$ cat config.mk
export PLATFORM = sky130hd
export DESIGN_NAME = toy_bus_req_arb2_flat
export DESIGN_NICKNAME = d
export VERILOG_FILES = /design/src/rtl/toy_bus_req_arb2_if.sv /design/src/rtl/toy_bus_req_arb2.sv /design/src/flat_wrapper.sv
export SDC_FILE = /design/constraint.sdc
export NUM_CORES = 1
export LEC_CHECK = 0
export CORE_AREA = 2 2 760 762
export CTS_BUF_LIST = sky130_fd_sc_hd__clkbuf_4 sky130_fd_sc_hd__clkbuf_8
export CTS_CLUSTER_SIZE = 16
export DETAILED_ROUTE_END_ITERATION = 10
export DIE_AREA = 0 0 762 764
export PLACE_DENSITY_LB_ADDON = 0.12
export SYNTH_ARGS = -nofsm -noshare
export SYNTH_HDL_FRONTEND = slang
export SYNTH_SLANG_ARGS = --single-unit
$ cat constraint.sdc
create_clock -name clk -period 9.2 [get_ports clk]
set_clock_uncertainty 0.15 [all_clocks]
set_input_delay 1.38 -clock clk [delete_from_list [all_inputs] [get_ports clk]]
set_output_delay 1.38 -clock clk [all_outputs]
set_load 0.1 [all_outputs]
$ cat src/rtl/toy_bus_req_arb2_if.sv
// One toy_bus request/ack channel: single-beat requests out, acks back.
// master drives requests and accepts acks; slave accepts requests and returns acks.
interface toy_bus_req_arb2_if #(
    parameter int ADDR_W = 32,
    parameter int DATA_W = 256,
    parameter int SB_W   = 32
);
    localparam int STRB_W = DATA_W / 8;

    logic              req_vld;
    logic              req_rdy;
    logic [ADDR_W-1:0] req_addr;
    logic [DATA_W-1:0] req_data;
    logic [STRB_W-1:0] req_strb;
    logic              req_opcode;
    logic [SB_W-1:0]   req_sideband;
    logic              ack_vld;
    logic              ack_rdy;
    logic [DATA_W-1:0] ack_data;
    logic [SB_W-1:0]   ack_sideband;

    modport master (
        output req_vld, req_addr, req_data, req_strb, req_opcode, req_sideband, ack_rdy,
        input  req_rdy, ack_vld, ack_data, ack_sideband
    );

    modport slave (
        input  req_vld, req_addr, req_data, req_strb, req_opcode, req_sideband, ack_rdy,
        output req_rdy, ack_vld, ack_data, ack_sideband
    );
endinterface

$ cat src/rtl/toy_bus_req_arb2.sv
// Two-way round-robin arbiter onto one toy_bus core-slave request channel.
// Acks return to requesters in issue order through a 1-bit order FIFO.
module toy_bus_req_arb2 #(
    parameter int ADDR_W    = 32,
    parameter int DATA_W    = 256,
    parameter int SB_W      = 32,
    parameter int OST_DEPTH = 8
) (
    input  logic               clk,
    input  logic               rst,
    toy_bus_req_arb2_if.slave  in0,
    toy_bus_req_arb2_if.slave  in1,
    toy_bus_req_arb2_if.master out
);
    localparam int STRB_W = DATA_W / 8;
    localparam int PTR_W  = $clog2(OST_DEPTH);
    localparam int CNT_W  = PTR_W + 1;
    localparam logic [CNT_W-1:0] DEPTH_C = CNT_W'(OST_DEPTH);

    logic              r_vld_p1;
    logic [ADDR_W-1:0] r_addr_p1;
    logic [DATA_W-1:0] r_data_p1;
    logic [STRB_W-1:0] r_strb_p1;
    logic              r_opcode_p1;
    logic [SB_W-1:0]   r_sideband_p1;
    logic              r_rr_ptr;
    logic [OST_DEPTH-1:0] r_fifo;
    logic [PTR_W-1:0]  r_wr_ptr;
    logic [PTR_W-1:0]  r_rd_ptr;
    logic [CNT_W-1:0]  r_count;

    logic              w_full;
    logic              w_empty;
    logic              w_load;
    logic              w_can_accept;
    logic              w_grant0;
    logic              w_grant1;
    logic              w_push;
    logic              w_pop;
    logic              w_head;
    logic              w_ack_rdy;
    logic [ADDR_W-1:0] w_addr_p0;
    logic [DATA_W-1:0] w_data_p0;
    logic [STRB_W-1:0] w_strb_p0;
    logic              w_opcode_p0;
    logic [SB_W-1:0]   w_sideband_p0;

    // Full is taken from the registered count, so a same-cycle pop never frees a slot early.
    assign w_full       = (r_count == DEPTH_C);
    assign w_empty      = (r_count == '0);
    assign w_load       = ~r_vld_p1 | out.req_rdy;
    assign w_can_accept = w_load & ~w_full;

    assign w_grant0 = in0.req_vld & (~in1.req_vld | ~r_rr_ptr);
    assign w_grant1 = in1.req_vld & (~in0.req_vld | r_rr_ptr);
    assign w_push   = w_can_accept & (w_grant0 | w_grant1);

    assign in0.req_rdy = w_can_accept & w_grant0;
    assign in1.req_rdy = w_can_accept & w_grant1;

    always_comb begin
        w_addr_p0     = in0.req_addr;
        w_data_p0     = in0.req_data;
        w_strb_p0     = in0.req_strb;
        w_opcode_p0   = in0.req_opcode;
        w_sideband_p0 = in0.req_sideband;
        if (w_grant1) begin
            w_addr_p0     = in1.req_addr;
            w_data_p0     = in1.req_data;
            w_strb_p0     = in1.req_strb;
            w_opcode_p0   = in1.req_opcode;
            w_sideband_p0 = in1.req_sideband;
        end
    end

    // Stage p0 -> p1: arbitrated request into the output buffer.
    always_ff @(posedge clk or posedge rst) begin
        if (rst) begin
            r_vld_p1 <= 1'b0;
            r_rr_ptr <= 1'b0;
            r_wr_ptr <= '0;
            r_rd_ptr <= '0;
            r_count  <= '0;
        end else begin
            if (w_load) r_vld_p1 <= w_push;
            if (w_push) begin
                r_rr_ptr <= ~w_grant1;
                r_wr_ptr <= r_wr_ptr + 1'b1;
            end
            if (w_pop) r_rd_ptr <= r_rd_ptr + 1'b1;
            if (w_push & ~w_pop)      r_count <= r_count + 1'b1;
            else if (~w_push & w_pop) r_count <= r_count - 1'b1;
        end
    end

    always_ff @(posedge clk) begin
        if (w_push) begin
            r_addr_p1        <= w_addr_p0;
            r_data_p1        <= w_data_p0;
            r_strb_p1        <= w_strb_p0;
            r_opcode_p1      <= w_opcode_p0;
            r_sideband_p1    <= w_sideband_p0;
            r_fifo[r_wr_ptr] <= w_grant1;
        end
    end

    assign out.req_vld      = r_vld_p1;
    assign out.req_addr     = r_addr_p1;
    assign out.req_data     = r_data_p1;
    assign out.req_strb     = r_strb_p1;
    assign out.req_opcode   = r_opcode_p1;
    assign out.req_sideband = r_sideband_p1;

    // Acks are steered to the FIFO head; with an empty FIFO they are held off entirely.
    assign w_head    = r_fifo[r_rd_ptr];
    assign w_ack_rdy = ~w_empty & (w_head ? in1.ack_rdy : in0.ack_rdy);
    assign w_pop     = out.ack_vld & w_ack_rdy;
    assign out.ack_rdy = w_ack_rdy;

    assign in0.ack_vld      = out.ack_vld & ~w_empty & ~w_head;
    assign in1.ack_vld      = out.ack_vld & ~w_empty & w_head;
    assign in0.ack_data     = out.ack_data;
    assign in1.ack_data     = out.ack_data;
    assign in0.ack_sideband = out.ack_sideband;
    assign in1.ack_sideband = out.ack_sideband;
endmodule

$ cat src/flat_wrapper.sv
// flat-port wrapper written by rule: the top's interface ports become plain ports
module toy_bus_req_arb2_flat 
#(
    parameter int ADDR_W    = 32,
    parameter int DATA_W    = 256,
    parameter int SB_W      = 32,
    parameter int OST_DEPTH = 8
)
  (clk, rst, in0_req_vld, in0_req_addr, in0_req_data, in0_req_strb, in0_req_opcode, in0_req_sideband, in0_ack_rdy, in0_req_rdy, in0_ack_vld, in0_ack_data, in0_ack_sideband, in1_req_vld, in1_req_addr, in1_req_data, in1_req_strb, in1_req_opcode, in1_req_sideband, in1_ack_rdy, in1_req_rdy, in1_ack_vld, in1_ack_data, in1_ack_sideband, out_req_vld, out_req_addr, out_req_data, out_req_strb, out_req_opcode, out_req_sideband, out_ack_rdy, out_req_rdy, out_ack_vld, out_ack_data, out_ack_sideband);
  toy_bus_req_arb2_if #(.ADDR_W(ADDR_W), .DATA_W(DATA_W), .SB_W(SB_W)) in0_i ();
  toy_bus_req_arb2_if #(.ADDR_W(ADDR_W), .DATA_W(DATA_W), .SB_W(SB_W)) in1_i ();
  toy_bus_req_arb2_if #(.ADDR_W(ADDR_W), .DATA_W(DATA_W), .SB_W(SB_W)) out_i ();
  input  logic clk;
  input  logic rst;
  input wire logic [$bits(in0_i.req_vld)-1:0] in0_req_vld;
  input wire logic [$bits(in0_i.req_addr)-1:0] in0_req_addr;
  input wire logic [$bits(in0_i.req_data)-1:0] in0_req_data;
  input wire logic [$bits(in0_i.req_strb)-1:0] in0_req_strb;
  input wire logic [$bits(in0_i.req_opcode)-1:0] in0_req_opcode;
  input wire logic [$bits(in0_i.req_sideband)-1:0] in0_req_sideband;
  input wire logic [$bits(in0_i.ack_rdy)-1:0] in0_ack_rdy;
  output wire logic [$bits(in0_i.req_rdy)-1:0] in0_req_rdy;
  output wire logic [$bits(in0_i.ack_vld)-1:0] in0_ack_vld;
  output wire logic [$bits(in0_i.ack_data)-1:0] in0_ack_data;
  output wire logic [$bits(in0_i.ack_sideband)-1:0] in0_ack_sideband;
  input wire logic [$bits(in1_i.req_vld)-1:0] in1_req_vld;
  input wire logic [$bits(in1_i.req_addr)-1:0] in1_req_addr;
  input wire logic [$bits(in1_i.req_data)-1:0] in1_req_data;
  input wire logic [$bits(in1_i.req_strb)-1:0] in1_req_strb;
  input wire logic [$bits(in1_i.req_opcode)-1:0] in1_req_opcode;
  input wire logic [$bits(in1_i.req_sideband)-1:0] in1_req_sideband;
  input wire logic [$bits(in1_i.ack_rdy)-1:0] in1_ack_rdy;
  output wire logic [$bits(in1_i.req_rdy)-1:0] in1_req_rdy;
  output wire logic [$bits(in1_i.ack_vld)-1:0] in1_ack_vld;
  output wire logic [$bits(in1_i.ack_data)-1:0] in1_ack_data;
  output wire logic [$bits(in1_i.ack_sideband)-1:0] in1_ack_sideband;
  output wire logic [$bits(out_i.req_vld)-1:0] out_req_vld;
  output wire logic [$bits(out_i.req_addr)-1:0] out_req_addr;
  output wire logic [$bits(out_i.req_data)-1:0] out_req_data;
  output wire logic [$bits(out_i.req_strb)-1:0] out_req_strb;
  output wire logic [$bits(out_i.req_opcode)-1:0] out_req_opcode;
  output wire logic [$bits(out_i.req_sideband)-1:0] out_req_sideband;
  output wire logic [$bits(out_i.ack_rdy)-1:0] out_ack_rdy;
  input wire logic [$bits(out_i.req_rdy)-1:0] out_req_rdy;
  input wire logic [$bits(out_i.ack_vld)-1:0] out_ack_vld;
  input wire logic [$bits(out_i.ack_data)-1:0] out_ack_data;
  input wire logic [$bits(out_i.ack_sideband)-1:0] out_ack_sideband;
  assign in0_i.req_vld = in0_req_vld;
  assign in0_i.req_addr = in0_req_addr;
  assign in0_i.req_data = in0_req_data;
  assign in0_i.req_strb = in0_req_strb;
  assign in0_i.req_opcode = in0_req_opcode;
  assign in0_i.req_sideband = in0_req_sideband;
  assign in0_i.ack_rdy = in0_ack_rdy;
  assign in0_req_rdy = in0_i.req_rdy;
  assign in0_ack_vld = in0_i.ack_vld;
  assign in0_ack_data = in0_i.ack_data;
  assign in0_ack_sideband = in0_i.ack_sideband;
  assign in1_i.req_vld = in1_req_vld;
  assign in1_i.req_addr = in1_req_addr;
  assign in1_i.req_data = in1_req_data;
  assign in1_i.req_strb = in1_req_strb;
  assign in1_i.req_opcode = in1_req_opcode;
  assign in1_i.req_sideband = in1_req_sideband;
  assign in1_i.ack_rdy = in1_ack_rdy;
  assign in1_req_rdy = in1_i.req_rdy;
  assign in1_ack_vld = in1_i.ack_vld;
  assign in1_ack_data = in1_i.ack_data;
  assign in1_ack_sideband = in1_i.ack_sideband;
  assign out_req_vld = out_i.req_vld;
  assign out_req_addr = out_i.req_addr;
  assign out_req_data = out_i.req_data;
  assign out_req_strb = out_i.req_strb;
  assign out_req_opcode = out_i.req_opcode;
  assign out_req_sideband = out_i.req_sideband;
  assign out_ack_rdy = out_i.ack_rdy;
  assign out_i.req_rdy = out_req_rdy;
  assign out_i.ack_vld = out_ack_vld;
  assign out_i.ack_data = out_ack_data;
  assign out_i.ack_sideband = out_ack_sideband;
  toy_bus_req_arb2 #(.ADDR_W(ADDR_W), .DATA_W(DATA_W), .SB_W(SB_W), .OST_DEPTH(OST_DEPTH)) u_core (.clk(clk), .rst(rst), .in0(in0_i), .in1(in1_i), .out(out_i));
endmodule
Yosys cells after proc, flatten, opt, wreduce, memory -nomap -nowiden
Cells that the tools add are included.
- add/sub/neg operators: 4
- magnitude comparators: 3
- equal/unequal tests: 1
- muxes and demuxes: 13
- bitwise logic cells: 27
- reductions and logical operators: 3
- operators with widths (cell ; count):
    $mux W256 ; 1
    $mux W32 ; 3
    $and A1 B1 Y1 ; 13
    $not A1 Y1 ; 10
    $bwmux W8 ; 1
    $lt A3 B4 Y1 const B ; 2
    $mux W4 ; 2
    $add A3 B1 Y3 const B ; 2
    $add A4 B1 Y4 const B ; 1
    $eq A4 B4 Y1 const B ; 1
    $logic_not A4 Y1 ; 1
    $mux W1 ; 4
    $or A1 B1 Y1 ; 4
    $sub A4 B1 Y4 const B ; 1
    $bmux W1 S3 ; 1
    $demux W1 S3 ; 1
    $ge A3 B1 Y1 const B ; 1
    $reduce_bool A2 Y1 ; 1
    $logic_and A1 B1 Y1 ; 1
- register bits: 373
- input bits: 1002
- output and inout port bits: 935
- word-level logic and storage cells: 62

Longest topological paths before layout
Gate-level depths: netlist (run 1).
- word-level depth: 9
- depth in mapped cells: 12

Worst setup path after synthesis (run 1)
Ideal clock, no wire load.
- path kind: in2reg
- from: input port out_req_rdy
- to: register u_core.r_count[3]
- arrival: 10754 ps
- slack: -1826 ps
- stages on the path: 12
- path through: nor2b_1 -> a21oi_1 -> o21ai_0 -> inv_1 -> ha_1 -> inv_1 -> ha_1 -> a21o_1 -> a21oi_1 -> xnor2_1 -> nor2_1 -> xnor2_1
- longest elaborated chain between the ends: 6
- elaborated cells on any way between the ends: 8
- classes of those cells: mux: 1; bitwise: 6; reduce/logical: 1
- ends and longest elaborated chain (what ; line ; source):
    from (decl) ; flat_wrapper.sv:44 ; input wire logic [$bits(out_i.req_rdy)-1:0] out_req_rdy;
    $or A1 B1 Y1 * ; toy_bus_req_arb2.sv:51 ; assign w_load = ~r_vld_p1 | out.req_rdy;
    $and A1 B1 Y1 * ; toy_bus_req_arb2.sv:52 ; assign w_can_accept = w_load & ~w_full;
    $and A1 B1 Y1 * ; toy_bus_req_arb2.sv:56 ; assign w_push = w_can_accept & (w_grant0 | w_grant1);
    via u_core.w_push ; toy_bus_req_arb2.sv:38 ; logic w_push;
    $not A1 Y1 ; toy_bus_req_arb2.sv:92 ; else if (~w_push & w_pop) r_count <= r_count - 1'b1;
    $and A1 B1 Y1 ; toy_bus_req_arb2.sv:92 ;
    $reduce_bool A2 Y1 (no line) ; -- ;
    to (signal assigned) ; toy_bus_req_arb2.sv:91 ; if (w_push & ~w_pop) r_count <= r_count + 1'b1;
    to (signal assigned) ; toy_bus_req_arb2.sv:92 ;
    to (decl) ; toy_bus_req_arb2.sv:30 ; logic [CNT_W-1:0] r_count;
Mark *: on every way through the listed nets, which the timed path passes. The rest lies on a longest branch.
A chain may end at the register's enable or synchronous reset.

Worst setup path after layout (run 1)
- from: input port in0_req_vld
- to: output port in0_req_rdy
- longest elaborated chain between the ends: 2
- ends and longest elaborated chain (what ; line ; source):
    from (decl) ; flat_wrapper.sv:15 ; input wire logic [$bits(in0_i.req_vld)-1:0] in0_req_vld;
    $and A1 B1 Y1 ; toy_bus_req_arb2.sv:54 ; assign w_grant0 = in0.req_vld & (~in1.req_vld | ~r_rr_ptr);
    $and A1 B1 Y1 ; toy_bus_req_arb2.sv:58 ; assign in0.req_rdy = w_can_accept & w_grant0;
    to (decl) ; flat_wrapper.sv:22 ; output wire logic [$bits(in0_i.req_rdy)-1:0] in0_req_rdy;
Every way passes these cells.

==> impl_metrics.ini, run 1 <==
[run_status]
outcome = complete, no violations

[final_layout]
number_of_nets_in_the_layout = 3698
mostFrequentLayoutCell = nand2_1
final_cell_mix = nand2_1 (1069), clkdlybuf4s50_1 (910), edfxtp_1 (361), buf_4 (102), clkbuf_8 (98)
area_growth_synth_to_finish_pct = 84.7
postLayoutCellArea_um2 = 37400
final.fill_count = 67300
layout-drive-gt1-share_pct = 12.1

[die]
design.core.area_um2 = 575000
rows = 279
top_level_ports = 1937
floorplan.die.width_um = 762
floorplan.die.height_um = 764
die-area_um2 = 582000
initial_standard_cell_utilization_of_the_core_pct = 3.52

[critical_path]
critical_path_required_ns = 7.67
cp_cell_sequence = clkdlybuf4s50_1 -> inv_1 -> o21ai_4 -> buf_4 -> and3_1 -> clkdlybuf4s50_1
worstPathArrival_ns = 4.48
timing.critical_path.mode_cell = clkdlybuf4s50_1
worstPathMaxFanout = 52
critical_setup_path_kind = in -> out
delay_contributed_by_the_slowest_stage_of_the_critical_path_ns = 1.13
crit_slowest_cell = clkdlybuf4s50_1
worst_setup_path_end_kind = output pin
crit_path_start_kind = primary input

[sta]
tns_ns = 0
final_hold_viol_count = 0
worstMarginPinSlew_ns = 1.17
rsz_0062_raised_after_global_routing = false
final_max_slew_viol_count = 0
max_clock_freq_mhz = 166
layout_worst_path_cycle_share_pct = 65.3
max_slew_margin_vs_limit_pct = 21.6
final_period_minus_worst_setup_slack_ns = 6.01
number_of_endpoints_failing_setup_at_the_final_stage = 0

[drt]
detailedRoute.firstIterationViolations = 892
routed_via_density = 1.70
drt_drc_violations_left = 0
firstDrtPassIters = 5
ant_nets = 0
wl_per_cell_um = 29.1
num_vias = 17600
drt-total-wl_um = 301000

[worst_hold_path]
min_path_type = reg -> reg

[synth]
syn_nets = 3164
ys_ff_latch = 373
synthesized_area_per_cell_um2 = 9.38
netlist_top_cells_area = edfxtp_1 (54%), buf_4 (21%), nand2_1 (20%), dfrtp_1 (1.5%), clkbuf_1 (1.4%)
post_synth_instance_area_um2 = 20200
yosys.area.top_type_share_pct = 53.6
synth.lib_cells_used.distinct = 27
synthDominantAreaCellType = edfxtp_1
yosys_warnings = 0
postSynthCellCount = 2156
synth_seq_area_share_pct = 55.1

[clock_network]
numClockSinks = 373
cts_tree = built
cts_root_buffer = clkbuf_8
postCtsSetupRepairBufs = 0
clock_insertion_delay_worst_skew_ns = 0.89
cts_hold_buf = 0
h_tree_depth = 3
cts_inserted_buffers = 96
ctsResizeCount = 0
clk_pin_slew_ns = 0.06
clockBufferDepth = 4

[place]
gp_congestion = 0.743
postPlaceCellArea_um2 = 35500
port_buffers = 1072
dp_hpwl_um = 268000

[global_routing]
globalRouteTotalUtil_pct = 9.87
grt_pass1_wl_um = 344000
grt_most_used_layer = met2
antenna_found_initial = 99
grt_max_degree = 114
via_count_of_the_first_global_routing_pass = 18100
globalRouteMet3Util_pct = 7.85
grt_overflow_total = 0
globalRouteMet1Util_pct = 7.54
gr-usage-met2_pct = 18.5

[pwr]
p_leak_nw = 12.4
pwr_density_cell_nw_per_um2 = 292
vdd.ir_drop.worst_mv = 0.142

[job]
drv_cap = 0
==> final timing paths <==
check,startpoint,end,slack [ns],depth (start not counted)
setup reg to reg,u_core.r_count[0],u_core.r_count[3],5.32,12
setup / recovery,in0_req_vld,in0_req_rdy,3.19,6
min in group asynchronous,rst,u_core.r_wr_ptr[1],0.75,2
hold reg to reg,u_core.r_rd_ptr[2],u_core.r_rd_ptr[2],0.41,1
max in group asynchronous,rst,u_core.out.req_vld,7.70,2
hold / removal,u_core.r_rd_ptr[2],u_core.r_rd_ptr[2],0.41,1
==> logic make-up (layout without fill, tap and decap cells) <==
group	count (synthesis)	after routing	synth area share [%]
xor+xnor	7	7	0.303
flops	373	373	55.1
other cells	0	17	0
mux	6	6	0.538
buf+inv	664	1262	23.0
fa+ha+maj	6	6	0.408
simple gates	1089	1089	20.4
compound gates	11	11	0.309
==> final cells by class <==
class / count / area (um2) / share of cell area [%]
timing repair buffer: 1091 / 10400 / 27.7
multi-input combinational: 1119 / 4450 / 11.9
tap: 7587 / 9490 / 25.4
inverter: 9 / 45.0 / 0.121
antenna: 17 / 42.5 / 0.114
clock buffer: 125 / 1550 / 4.15
clock inverter: 37 / 279 / 0.747
sequential: 373 / 11100 / 29.8
==> cell usage after synthesis <==
| master | n |
|---|---|
| a21o_1 | 1 |
| a21oi_1 | 5 |
| a31oi_1 | 1 |
| and2_1 | 1 |
| and3_1 | 1 |
| buf_1 | 5 |
| buf_4 | 576 |
| clkbuf_1 | 74 |
| dfrtp_1 | 12 |
| edfxtp_1 | 361 |
| fa_1 | 1 |
| ha_1 | 5 |
| inv_1 | 9 |
| mux2_2 | 1 |
| mux2_4 | 3 |
| mux4_1 | 2 |
| nand2_1 | 1069 |
| nand2b_1 | 2 |
| nor2_1 | 7 |
| nor2b_1 | 2 |
| nor3_1 | 3 |
| nor3b_1 | 4 |
| o21ai_0 | 2 |
| o21ai_1 | 1 |
| o41ai_1 | 1 |
| xnor2_1 | 6 |
| xor2_1 | 1 |
==> worst max-delay path, delay by kind of cell <==
family / cells / cell delay, ns
and+or+nand+nor: 1 / 0.24
AOI/OAI and AO/OA: 1 / 0.40
buffers and inverters: 4 / 2.44
==> flip-flops by register name (all words and copies together), names as in the netlist <==
register                 cells
u_core.out.req_vld           1
u_core.out.req_data        256
u_core.out.req_opcode        1
u_core.r_rr_ptr              1
u_core.r_rd_ptr              3
u_core.out.req_strb         32
u_core.out.req_sideband     32
u_core.out.req_addr         32
u_core.r_count               4
u_core.r_wr_ptr              3
u_core.r_fifo                8
==> per-layer routing <==
metal	vias to the layer above	share of wire, %
li1	7366	-
met1	8127	27
met2	1667	52
met3	436	17
met4	26	3.8
met5	-	0.073
==> power by group <==
| group | switching (W) | internal [W] |
|---|---|---|
| Clock | 0.00104 | 0.00120 |
| Combinational | 0.00475 | 0.00106 |
| Sequential | 0.000345 | 0.00251 |
| Total | 0.00613 | 0.00477 |
==> stage by stage <==
step                power [W]  utilization [%]  setup slack, ns  hold WS, ns  std cells
global route           0.0115             6.49             3.01        0.427      10300
CTS                    0.0114             6.49             3.11        0.394      10300
global placement      0.00898             6.17             3.11        0.382      10200
floorplan             0.00767                -            0.203        0.309       2156
detailed placement    0.00895             6.17             3.12        0.379      10200
finish                 0.0109             6.50             3.19        0.406      10400
No activity file was read; power rests on OpenSTA's default activity.
==> run 2, diff against run 1 <==
==> constraint.sdc (replaced) <==
create_clock -name clk -period 4.92 [get_ports clk]
set_clock_uncertainty 0.15 [all_clocks]
set_input_delay 0.738 -clock clk [delete_from_list [all_inputs] [get_ports clk]]
set_output_delay 0.738 -clock clk [all_outputs]
set_load 0.1 [all_outputs]
==> impl_metrics.ini, run 2 (synthesized netlist as in run 1, its figures left out) <==
[run_status]
outcome = complete, no violations

[sta]
final_hold_viol_count = 0
layout_worst_path_cycle_share_pct = 77.2
final_max_slew_viol_count = 0
tns_ns = 0
rsz_0062_raised_after_global_routing = false
number_of_endpoints_failing_setup_at_the_final_stage = 0
final_period_minus_worst_setup_slack_ns = 3.80
max_slew_margin_vs_limit_pct = 22.3
final_critical_path_setup_slack_ns = 1.12
max_clock_freq_mhz = 263
worstMarginPinSlew_ns = 1.16

[critical_path]
worstPathArrival_ns = 2.91
reg2reg_from = u_core.r_rd_ptr[0]
crit_path_start_kind = flop
critical_setup_path_kind = reg -> out
worstPathMaxFanout = 5
timing.critical_path.mode_cell = a21oi_1
worst_setup_path_startpoint = u_core.r_rd_ptr[0]
crit_slowest_cell = mux4_1
worst_setup_path_end_kind = output pin
delay_contributed_by_the_slowest_stage_of_the_critical_path_ns = 0.59
cp_cell_sequence = mux4_1 -> mux2_4 -> nor2_1 -> a21oi_1 -> a21oi_1 -> buf_4
critical_path_required_ns = 4.03

[clock_network]
ctsResizeCount = 0
numClockSinks = 373
h_tree_depth = 3
cts_inserted_buffers = 95
cts_root_buffer = clkbuf_8
clock_insertion_delay_worst_skew_ns = 0.89
clockBufferDepth = 4
clk_pin_slew_ns = 0.06
postCtsSetupRepairBufs = 0
cts_tree = built

[die]
die-area_um2 = 582000
design.core.area_um2 = 575000
floorplan.die.height_um = 764
floorplan.die.width_um = 762
initial_standard_cell_utilization_of_the_core_pct = 3.52
rows = 279
top_level_ports = 1937

[final_layout]
final_cell_mix = nand2_1 (1069), clkdlybuf4s50_1 (939), edfxtp_1 (361), buf_4 (118), clkbuf_8 (95)
register_area_um2 = 11100
number_of_nets_in_the_layout = 3706
mostFrequentLayoutCell = nand2_1
multi_input_area_um2 = 4480
layout-drive-gt1-share_pct = 11.6
area_growth_synth_to_finish_pct = 87.5
postLayoutCellArea_um2 = 37900
layoutNonFillerInstCount = 10400
flip_flop_count_of_the_largest_register_all_copies_and_words_added = 256
final.fill_count = 67300

[worst_hold_path]
min_path_type = in -> reg
worst_hold_startpoint = in1_req_data[135]

[global_routing]
antenna_found_initial = 92
globalRouteTotalUtil_pct = 9.90
via_count_of_the_first_global_routing_pass = 18200
grt_overflow_total = 0
grt_pass1_wl_um = 345000
grt_max_degree = 126

[pwr]
p_leak_nw = 12.6
pwr_density_cell_nw_per_um2 = 553
vdd.ir_drop.worst_mv = 0.286

[job]
drv_cap = 0

[drt]
routed_via_density = 1.70
firstDrtPassIters = 5
detailedRoute.firstIterationViolations = 965
drt_drc_violations_left = 0
wl_per_cell_um = 29.1
num_vias = 17700
ant_nets = 0
drt-total-wl_um = 302000

[place]
dp_hpwl_um = 269000
place_worst_setup_slack_ns = 1.07
place.detailed.instances = 10200
port_buffers = 1072
gp_congestion = 0.816
postPlaceCellArea_um2 = 35800
## run 2: changes by cell type in the layout (fill, tap and decap cells not counted), sizes merged
| cell | before | now |
|---|---|---|
| buf | 176 | 155 |
| bufinv | 4 | 12 |
| clkbuf | 130 | 121 |
| clkdlybuf4s50 | 910 | 939 |
| clkinv | 29 | 36 |
| clkinvlp | 3 | 5 |
| diode | 17 | 21 |
| dlygate4sd3 | 0 | 1 |
## run 2: worst max-delay path: cells and delay by family (launching register included)
kind                   cells  cell delay [ns]
buffers and inverters      1             0.33
AO/OA/AOI/OAI              2             0.19
flip-flops                 1             0.47
AND/OR/NAND/NOR            1             0.09
multiplexers               2             0.92
## run 2: layer usage
layer	global-route usage [%]	vias up	share of wire, %
met1	7.22	8149	25
met5	0.0655	-	0.069
met4	3.32	24	3.9
met3	8.01	449	18
met2	18.8	1657	53
li1	-	7406	-
## run 2: stage by stage
step / utilization, % / hold WS (ns) / total power (W)
finish: 6.60 / 0.280 / 0.0210
global route: 6.59 / 0.164 / 0.0220
CTS: 6.59 / 0.0687 / 0.0218
detailed placement: 6.23 / 0.364 / 0.0169
global placement: 6.23 / 0.366 / 0.0169
floorplan: - / 0.309 / 0.0144
## run 2: path summary, 6_finish.rpt
path / endpoint / slack, ns / cells after the start
setup reg to reg: u_core.r_count[3] / 1.74 / 12
min in group asynchronous: u_core.r_count[3] / 0.70 / 3
hold / removal: u_core.out.req_data[135] / 0.28 / 3
max in group asynchronous: u_core.out.req_vld / 3.37 / 3
setup / recovery: out_ack_rdy / 1.12 / 6
hold reg to reg: u_core.r_rd_ptr[2] / 0.38 / 1
## run 2: where the power goes
part	internal (W)	switching [W]	leakage (nW)
combinational	0.00210	0.00894	7.82
sequential	0.00469	0.000645	3.69
clock	0.00259	0.00202	1.05
total	0.00939	0.0116	12.6
## run 2: final cells by class
cell class                 count  area share [%]
multi-input combinational   1119            11.8
inverter                       9           0.119
clock inverter                54            1.49
timing repair buffer        1100            28.2
sequential                   373            29.4
tap                         7587            25.0
antenna                       21           0.139
clock buffer                 116            3.86
## run 2: timing repair
item,CTS,global route
endpoints found under the setup margin,0,0
endpoints found under the hold margin,12,0
hold buffers,1,0
==> run 3, diff against run 2 <==
--- a/config.mk
+++ b/config.mk
@@ -5,11 +5,11 @@
 export SDC_FILE = /design/constraint.sdc
 export NUM_CORES = 1
 export LEC_CHECK = 0
-export CORE_AREA = 2 2 760 762
+export CORE_AREA = 2 2 747 749
 export CTS_BUF_LIST = sky130_fd_sc_hd__clkbuf_4 sky130_fd_sc_hd__clkbuf_8
 export CTS_CLUSTER_SIZE = 16
 export DETAILED_ROUTE_END_ITERATION = 10
-export DIE_AREA = 0 0 762 764
+export DIE_AREA = 0 0 749 751
 export PLACE_DENSITY_LB_ADDON = 0.12
 export SYNTH_ARGS = -nofsm -noshare
 export SYNTH_HDL_FRONTEND = slang
==> constraint.sdc (replaced) <==
create_clock -name clk -period 3.7 [get_ports clk]
set_clock_uncertainty 0.15 [all_clocks]
set_input_delay 0.555 -clock clk [delete_from_list [all_inputs] [get_ports clk]]
set_output_delay 0.555 -clock clk [all_outputs]
set_load 0.1 [all_outputs]
==> impl_metrics.ini, run 3 (synthesized netlist as in run 1, its figures left out) <==
[drt]
routed_via_density = 1.80
num_vias = 18500
wl_per_cell_um = 28.8
firstDrtPassIters = 4
drt-total-wl_um = 296000
detailedRoute.firstIterationViolations = 1058
drt_drc_violations_left = 0
ant_nets = 0

[worst_hold_path]
hold_end = u_core.out.req_data[109]
worst_hold_startpoint = in1_req_data[109]
number_of_instances_on_the_worst_hold_path = 3
min_path_type = in -> reg

[pwr]
p_leak_nw = 13.5
vdd.ir_drop.worst_mv = 0.303
pwr_density_cell_nw_per_um2 = 710

[critical_path]
r2r.worst_path.cells = 12
crit_path_start_kind = flop
critical_path_required_ns = 2.99
worstPathArrival_ns = 2.73
reg2reg_from = u_core.r_rd_ptr[0]
critical_setup_path_kind = reg -> out
worstPathMaxFanout = 5
worstReg2RegEnd = u_core.r_count[3]
worst_setup_path_end_kind = output pin
reg2reg_slack_ns = 0.42

[clock_network]
clk_pin_slew_ns = 0.06
cts_tree = built
clock_insertion_delay_worst_skew_ns = 0.87
h_tree_depth = 3
numClockSinks = 373
clockBufferDepth = 4
cts_root_buffer = clkbuf_8
cts_inserted_buffers = 94

[run_status]
outcome = complete, no violations

[global_routing]
antenna_found_initial = 104
grt_overflow_total = 0
grt_max_degree = 83
globalRouteTotalUtil_pct = 10.0
via_count_of_the_first_global_routing_pass = 18900
grt_pass1_wl_um = 340000

[sta]
rsz_0062_raised_after_global_routing = false
max_clock_freq_mhz = 291
number_of_endpoints_failing_setup_at_the_final_stage = 0
final_hold_viol_count = 0
worstMarginPinSlew_ns = 1.18
max_slew_margin_vs_limit_pct = 21.3
layout_worst_path_cycle_share_pct = 92.9
final_max_slew_viol_count = 0
final_period_minus_worst_setup_slack_ns = 3.44

[die]
floorplan.die.width_um = 749
floorplan.die.height_um = 751
die-area_um2 = 562000
top_level_ports = 1937
rows = 274
design.core.area_um2 = 555000
initial_standard_cell_utilization_of_the_core_pct = 3.65

[job]
drv_cap = 0

[final_layout]
flip_flop_count_of_the_largest_register_all_copies_and_words_added = 256
mostFrequentLayoutCell = nand2_1
final.fill_count = 64900
postLayoutCoreUtil_pct = 7.08
multi_input_area_um2 = 4480
layout-drive-gt1-share_pct = 14.5
final_cell_mix = nand2_1 (1069), clkdlybuf4s50_1 (846), edfxtp_1 (361), buf_4 (223), dlygate4sd3_1 (182)
area_growth_synth_to_finish_pct = 94.1
number_of_nets_in_the_layout = 3902
postLayoutCellArea_um2 = 39300
register_area_um2 = 11100

[place]
gp_congestion = 0.802
dp_hpwl_um = 263000
postPlaceCellArea_um2 = 35500
port_buffers = 1072
==> run 3: changes by cell type in the layout (fill, tap and decap cells not counted), sizes merged <==
cell,change
inv,-1
clkinvlp,-1
clkdlybuf4s50,-93
bufinv,-3
buf,+113
dlygate4sd3,+181
diode,-1
clkbuf,-3
clkinv,+1
==> run 3: critical path, stage by stage, from the launching register on <==
cell     delay [ns]
dfrtp_2        0.41
mux4_1         0.57
mux2_4         0.31
nor2_1         0.09
a21oi_1        0.06
a21oi_1        0.18
buf_6          0.26
==> run 3: layout make-up <==
cell class | count | area share, %
Antenna cell | 20 | 0.127
Clock inverter | 50 | 1.23
Inverter | 9 | 0.115
Sequential cell | 373 | 28.4
Multi-Input combinational cell | 1119 | 11.4
Tap cell | 7314 | 23.3
Timing Repair Buffer | 1297 | 31.7
Clock buffer | 117 | 3.73
==> run 3: layer usage <==
layer  GRT usage [%]  part of all wire [%]
met4            3.63                   4.2
met3            7.46                    16
met1            7.94                    27
met2            18.7                    52
met5           0.261                 0.094
==> run 3: metrics by stage <==
stage | setup WS (ns) | power, W | hold slack [ns] | cells | TNS, ns
2_1_floorplan | -4.34 | 0.0191 | 0.270 | 2156 | -1183.59
3_3_place_gp | 0.110 | 0.0225 | 0.377 | 9930 | 0
3_5_place_dp | 0.286 | 0.0224 | 0.366 | 9930 | 0
4_1_cts | 0.00202 | 0.0290 | 0.000350 | 10300 | 0
5_1_grt | 0.00702 | 0.0293 | 0.0503 | 10300 | 0
6_report | 0.264 | 0.0279 | 0.175 | 10300 | 0
==> run 3: worst max path at each step <==
stage | startpoint | end | slack, ns | cells past startpoint
after floorplan | u_core.out.req_vld | u_core.r_count[3] | -4.34 | 12
after global placement | in1_req_vld | u_core.r_count[3] | 0.11 | 11
after detailed placement | in1_req_vld | u_core.r_count[3] | 0.29 | 11
after CTS | u_core.r_rd_ptr[0] | out_ack_rdy | 0.002 | 6
after global routing | u_core.r_rd_ptr[0] | out_ack_rdy | 0.007 | 6
final | u_core.r_rd_ptr[0] | out_ack_rdy | 0.26 | 6
==> run 3: report_power, final <==
group / internal [W] / switching [W] / total (W)
Clock: 0.00324 / 0.00261 / 0.00584
Combinational: 0.00302 / 0.0118 / 0.0148
Sequential: 0.00625 / 0.000962 / 0.00721
==> run 3: what timing repair did <==
item / CTS / global route
gates resized for setup: 1 / 1
endpoints found under the setup margin: 1 / 1
hold buffers: 182 / 0
buffers inserted: 0 / 0
endpoints found under the hold margin: 123 / 0
